===== src/rtl/pipe_skid_buf.sv =====
// pipe_skid_buf: two-entry registered pipeline stage with a valid/ready
// handshake. Both the data and the ready path are registered, so InReady
// depends only on local state and there is no combinational path from
// OutReady to InReady.
// Optional stall statistics counter: define PIPE_SKID_BUF_STALLCNT_EN.
module pipe_skid_buf #(
    parameter int WIDTH = 32
) (
    input  logic             clk,
    input  logic             reset,
    input  logic             FlushI,
    input  logic             InValid,
    output logic             InReady,
    input  logic [WIDTH-1:0] InData,
    output logic             OutValid,
    input  logic             OutReady,
    output logic [WIDTH-1:0] OutData,
    output logic [1:0]       Occupancy,
    output logic [31:0]      StallCount
);

    // The state encoding is exactly {main valid, skid valid}; (0,1) is never reached.
    typedef enum logic [1:0] {
        EMPTY = 2'b00,
        ONE   = 2'b10,
        TWO   = 2'b11
    } state_t;

    state_t           state_reg, state_next;
    logic [WIDTH-1:0] main_data_reg, skid_data_reg;
    logic             main_valid, skid_valid;
    logic             acc, deq;
    logic             load_main_in, load_main_skid, load_skid;

    assign main_valid = state_reg[1];
    assign skid_valid = state_reg[0];

    assign InReady   = ~skid_valid;
    assign OutValid  = main_valid;
    assign OutData   = main_data_reg;
    assign Occupancy = {1'b0, main_valid} + {1'b0, skid_valid};

    assign acc = InValid & InReady;
    assign deq = OutValid & OutReady;

    // State register; reset takes effect immediately.
    always_ff @(posedge clk or posedge reset) begin
        if (reset) begin
            state_reg <= EMPTY;
        end else begin
            state_reg <= state_next;
        end
    end

    // Next state and data-register load enables; flush wins over any handshake.
    always_comb begin
        state_next     = state_reg;
        load_main_in   = 1'b0;
        load_main_skid = 1'b0;
        load_skid      = 1'b0;
        if (FlushI) begin
            state_next = EMPTY;
        end else begin
            case (state_reg)
                EMPTY: begin
                    if (acc) begin
                        state_next   = ONE;
                        load_main_in = 1'b1;
                    end
                end
                ONE: begin
                    if (acc && deq) begin
                        load_main_in = 1'b1;
                    end else if (acc) begin
                        state_next = TWO;
                        load_skid  = 1'b1;
                    end else if (deq) begin
                        state_next = EMPTY;
                    end
                end
                TWO: begin
                    // InReady is low here, so only a dequeue can happen.
                    if (deq) begin
                        state_next     = ONE;
                        load_main_skid = 1'b1;
                    end
                end
                default: begin
                    state_next = EMPTY;
                end
            endcase
        end
    end

    // Data registers load only on their own load condition, never on idle cycles,
    // so garbage on InData while InValid is low cannot reach OutData.
    always_ff @(posedge clk or posedge reset) begin
        if (reset) begin
            main_data_reg <= '0;
            skid_data_reg <= '0;
        end else begin
            if (load_main_in) begin
                main_data_reg <= InData;
            end else if (load_main_skid) begin
                main_data_reg <= skid_data_reg;
            end
            if (load_skid) begin
                skid_data_reg <= InData;
            end
        end
    end

`ifdef PIPE_SKID_BUF_STALLCNT_EN
    logic [31:0] stall_cnt_reg;

    // Saturating count of edges where a valid beat is held back; flush does not clear it.
    always_ff @(posedge clk or posedge reset) begin
        if (reset) begin
            stall_cnt_reg <= 32'h0;
        end else if (main_valid && !OutReady && (stall_cnt_reg != 32'hFFFF_FFFF)) begin
            stall_cnt_reg <= stall_cnt_reg + 32'd1;
        end
    end

    assign StallCount = stall_cnt_reg;
`else
    assign StallCount = 32'h0;
`endif

endmodule


===== config.mk =====
export PLATFORM = sky130hd
export DESIGN_NAME = pipe_skid_buf
export DESIGN_NICKNAME = d
export VERILOG_FILES = /design/src/rtl/pipe_skid_buf.sv
export SDC_FILE = /design/constraint.sdc
export NUM_CORES = 1
export LEC_CHECK = 0
export BUFFER_PORTS_ARGS = -buffer_cell sky130_fd_sc_hd__buf_2
export CELL_PAD_IN_SITES_DETAIL_PLACEMENT = 1
export CELL_PAD_IN_SITES_GLOBAL_PLACEMENT = 2
export CORE_MARGIN = 4
export CORE_UTILIZATION = 29
export CTS_CLUSTER_DIAMETER = 150
export DETAILED_ROUTE_END_ITERATION = 8
export PLACE_DENSITY = 0.79
export SLEW_MARGIN = 20
export SYNTH_ARGS = -nofsm -noshare
export SYNTH_HDL_FRONTEND = slang
export SYNTH_SLANG_ARGS = --single-unit

===== constraint.sdc =====
create_clock -name clk -period 1.9 [get_ports clk]
set_clock_uncertainty 0.05 [all_clocks]
set_input_delay 0.285 -clock clk [delete_from_list [all_inputs] [get_ports clk]]
set_output_delay 0.285 -clock clk [all_outputs]
set_load 0.05 [all_outputs]

* Word level (Yosys, flattened, before mapping)
Cells that the tools add are included.
Storage, ports and cells: register bits after elaboration 66, input port bits 37
Operators by class: add/sub/neg operators 1, equality and inequality tests 6, mux-type cells 19, bitwise logic cells 3, reductions and logical operators 4
Operators by type and width (number):
- 32-bit 2-to-1 mux | 2
- 2-bit 2-to-1 mux | 6
- 1-bit 2-to-1 mux | 9
- 3-bit != test, second input constant | 3
- 2-bit one-hot mux with 3 select lines | 1
- 2-bit equality test, second input constant | 2
- 4-bit != test, second input constant | 1
- 4-bit AND reduction | 1
- 1-bit by 1-bit adder with 2-bit output | 1
- 1-bit bitwise AND | 2
- 2-bit zero test | 1
- 1-bit one-hot mux with 2 select lines | 1
- 2-bit nonzero test | 1
- 1-bit logical AND | 1
- 1-bit NOT | 1

* Logic depth before layout (Yosys ltp)
depth after elaboration 7, mapped depth 7

* Worst setup path before layout
OpenSTA, ideal clock, no wires.
kind register to register, from reg state_reg[1], to reg main_data_reg[0], in the netlist OutData[0], setup time 0.123 ns, data arrival time 2.156 ns, slack -0.429 ns, cell stages (with the launch flop) 7, clock period less this slack 2.329 ns, cells stage by stage dfrtp_1 -> ha_1 -> and2b_1 -> nand3_2 -> buf_4 -> mux2i_1 -> a21oi_2
Between the ends: word-level cells in the longest chain between the ends 6, elaborated cells between the ends (all ways) 13, classes of those cells eq/ne: 2; mux: 7; bitwise: 1; reduce/logical: 3
RTL lines:
- start: declaration | RTL line 29 | state_t state_reg, state_next;
- start signal: assignment | RTL line 51 | state_reg <= state_next;
- 1-bit bitwise AND | RTL line 44 | assign deq = OutValid & OutReady;
- 1-bit logical AND | RTL line 72 | if (acc && deq) begin
- 1-bit 2-to-1 mux | RTL line 72
- 1-bit one-hot mux with 2 select lines | RTL line 64 | case (state_reg)
- 1-bit 2-to-1 mux | RTL line 61 | if (FlushI) begin
- 32-bit 2-to-1 mux / 2-bit nonzero test (equally long branches)
- end signal: assignment | RTL line 103 | main_data_reg <= InData;
- end signal: assignment | RTL line 105 | main_data_reg <= skid_data_reg;
- end: declaration | RTL line 30 | logic [WIDTH-1:0] main_data_reg, skid_data_reg;
Parallel ways exist; a longest one is shown, timed or not. A chain may end at the register's enable or synchronous reset.

* Worst setup path after layout
from reg state_reg[0], to out Occupancy[0]
Between the ends: word-level cells in the longest chain between the ends 1
RTL lines:
- 1-bit by 1-bit adder with 2-bit output | RTL line 41 | assign Occupancy = {1'b0, main_valid} + {1'b0, skid_valid};
- end: declaration | RTL line 18 | output logic [1:0] Occupancy,
Every way passes these cells.

==> metrics <==
reg2reg setup slack=0.08 ns; maximum VDD drop=~0.95 mV; number of flops mapped to enable cells by yosys=0; number of global-route vias before repair=2293; post-synthesis mux area share=0.216; RePlAce Congestion=0.688; htree depth=3; DRT Pass-1 Iters=4; CTS Buffer Depth=2; failing checks=negative hold slack; min Tclk post-route=approximately 1.8 ns; Leak=2.09 nW; Syn. warnings=0; Pins Over Slew Limit=0; simple-gate share of the synthesized area=0.0582; Vias=2134; r2r startpoint=state_reg[0]; #FFs+latches synth=66; R2R depth=8; 1st-iter DRT viols=61; Sequential Power Share=0.326; Total GRT Usage=0.110; P&R area growth vs syn=25.7%; vias per cell=about 4.4; Die Wd=about 110 microns; cell taking the most area after synthesis=dfrtp_1; Min-Delay Path Class=input port to asynchronous set/reset pin; Reg2Reg Capture Point=OutData[24]; Synth Flop Type=dfrtp_1; CTS tree=done; ys async rst share=1.00; post-route ant nets=0; Hold Fails Final Rpt=12; Max Cap Viol=0; clock buffer count from CTS=9; Nets=383; Setup crit end kind=output pin; Crit Path Class=register to output pin; Die H=115 microns; crit-path cells=clkinvlp_4 > ha_2 > buf_2; die area=approximately 13000 sq um; post-synthesis sequential area ratio=0.502; Post-Synth Adder-Cell Area=0.0152; period utilization=0.960; drt wl/cell=15.1 microns; Rows=38; # DRC=0; total power=7.61 mW; Power per Cell Area=1840 nW/um^2; synth top area cells=dfrtp_1, mux2_2, mux2i_1; most numerous cell in the Yosys netlist=dfrtp_1; xor/xnor cell area share of the yosys netlist=0; cell count after synthesis=around 260; clk slew on worst S/H paths=0.06 ns; P_int=approximately 4.4 mW; WL final=7350 microns; outcome=complete, but fails checks; worst skew pair latency=approximately 0.32 ns; fmax=approximately 550 MHz; Synth cell types=23; startpoint types=register; I/O Pins=between 100 and 150; largest net degree at the start of global routing=67; Comb pwr share=0.441; WP data arrival=1.49 ns; Clk pwr share=0.233; Port Buffers=slightly above 70; final setup violation count=0; first-pass GRT wire length=approximately 11000 microns; average size of a mapped cell=between 10 and 15 sq um; share of post-route cells with drive strength above 1=0.487; initial core utilization=0.300; WP data required=between 1.5 and 2 ns; Compound-Gate Fraction of Synth Area=0.0935; sw frac=0.423; core box area=11000 sq um; total gr overflow=0; CTS Sinks=66; synthesized area=3290 sq um; Max stage delay cell, worst path=dfrtp_2; crit-path max cell delay=between 0.4 and 0.5 ns; Root Buffer=clkbuf_16; Max Fanout on Critical Path=7; Net Switching=3.22 mW; HPWL Detailed=4930 microns; commonest cells in the netlist=dfrtp_1, buf_4, mux2i_1; top cell type's share of synthesized area=0.502; area of placed instances=approximately 3700 sq um; combinational family with the most area after synthesis=multiplexers; n_diodes=0; antenna violations before repair=1; Fin Hold WS=-0.00578 ns; fin area=between 4000 and 5000 sq um; Hold-fix buffers, CTS=0
[worst max-delay path by stage]
stage                             from           end  slack, ns  cells after the start
after floorplan           state_reg[0]   OutData[26]      -0.07                      6
after global placement    state_reg[0]  state_reg[0]       0.16                      6
after detailed placement  state_reg[0]   OutData[29]       0.10                      7
after CTS                 state_reg[0]  Occupancy[0]       0.06                      3
after global routing      state_reg[0]   OutData[28]     -0.005                      8
final                     state_reg[0]  Occupancy[0]       0.08                      3
[placed cells by master (no fill, tap or decap), types with 3 or more instances in the layout]
master	count
conb_1	32
clkinvlp_4	3
buf_12	8
clkbuf_16	11
ha_2	3
nor2_1	32
a21oi_1	5
dfrtp_1	64
a21oi_2	28
mux2i_1	34
buf_2	72
mux2_2	31
[per-stage QoR]
stage	cells	setup slack, ns	utilization	setup TNS, ns
3_5_place_dp	468	0.100	0.341	0
6_report	487	0.0768	0.377	0
5_1_grt	487	-0.00497	0.377	-0.00497
4_1_cts	484	0.0619	0.370	0
3_3_place_gp	468	0.159	0.341	0
2_1_floorplan	292	-0.0705	-	-1.85
[power by group through the flow]
stage | sequential (mW) | combinational [mW] | clock (mW)
after global placement | 2.47 | 3.24 | 0
after floorplan | 3.63 | 1.50 | 0
after global routing | 2.58 | 3.58 | 1.89
final | 2.48 | 3.36 | 1.77
after detailed placement | 2.52 | 3.31 | 0
after CTS | 2.49 | 3.31 | 1.82
[worst max-delay path, delay by kind of cell, from the launching register on]
family	cells	cell delay (ns)
buf+inv	2	0.39
flops	1	0.44
fa+ha+maj	1	0.34
[layer usage]
layer	GRT usage	share of wire	up-vias
met1	0.128	0.44	1064
met3	0.0359	0.057	10
met4	0.0380	0.012	2
li1	-	-	995
met5	0	0.0018	-
met2	0.189	0.49	63
[cell type report]
type / instances / area [sq um]
fill: 1195 / 6850
sequential: 66 / 1650
multi-input combinational: 179 / 1390
timing repair buffer: 83 / 578
clock buffer: 11 / 243
tap: 140 / 175
clock inverter: 5 / 77.6
inverter: 3 / 18.8
[logic make-up (layout without fill, tap and decap cells)]
kind of cell / count (synthesis) / in the layout
multiplexers: 67 / 67
AO/OA/AOI/OAI: 36 / 36
buffers and inverters: 47 / 102
AND/OR/NAND/NOR: 40 / 40
flip-flops: 66 / 66
other: 1 / 32
adder cells (fa/ha/maj): 4 / 4
[what timing repair did]
item                       CTS  global route
setup endpoints to repair    0             3
buffers inserted             0             1
gates resized for setup      0             0
Note: power is estimated with default switching activity, not from simulation.
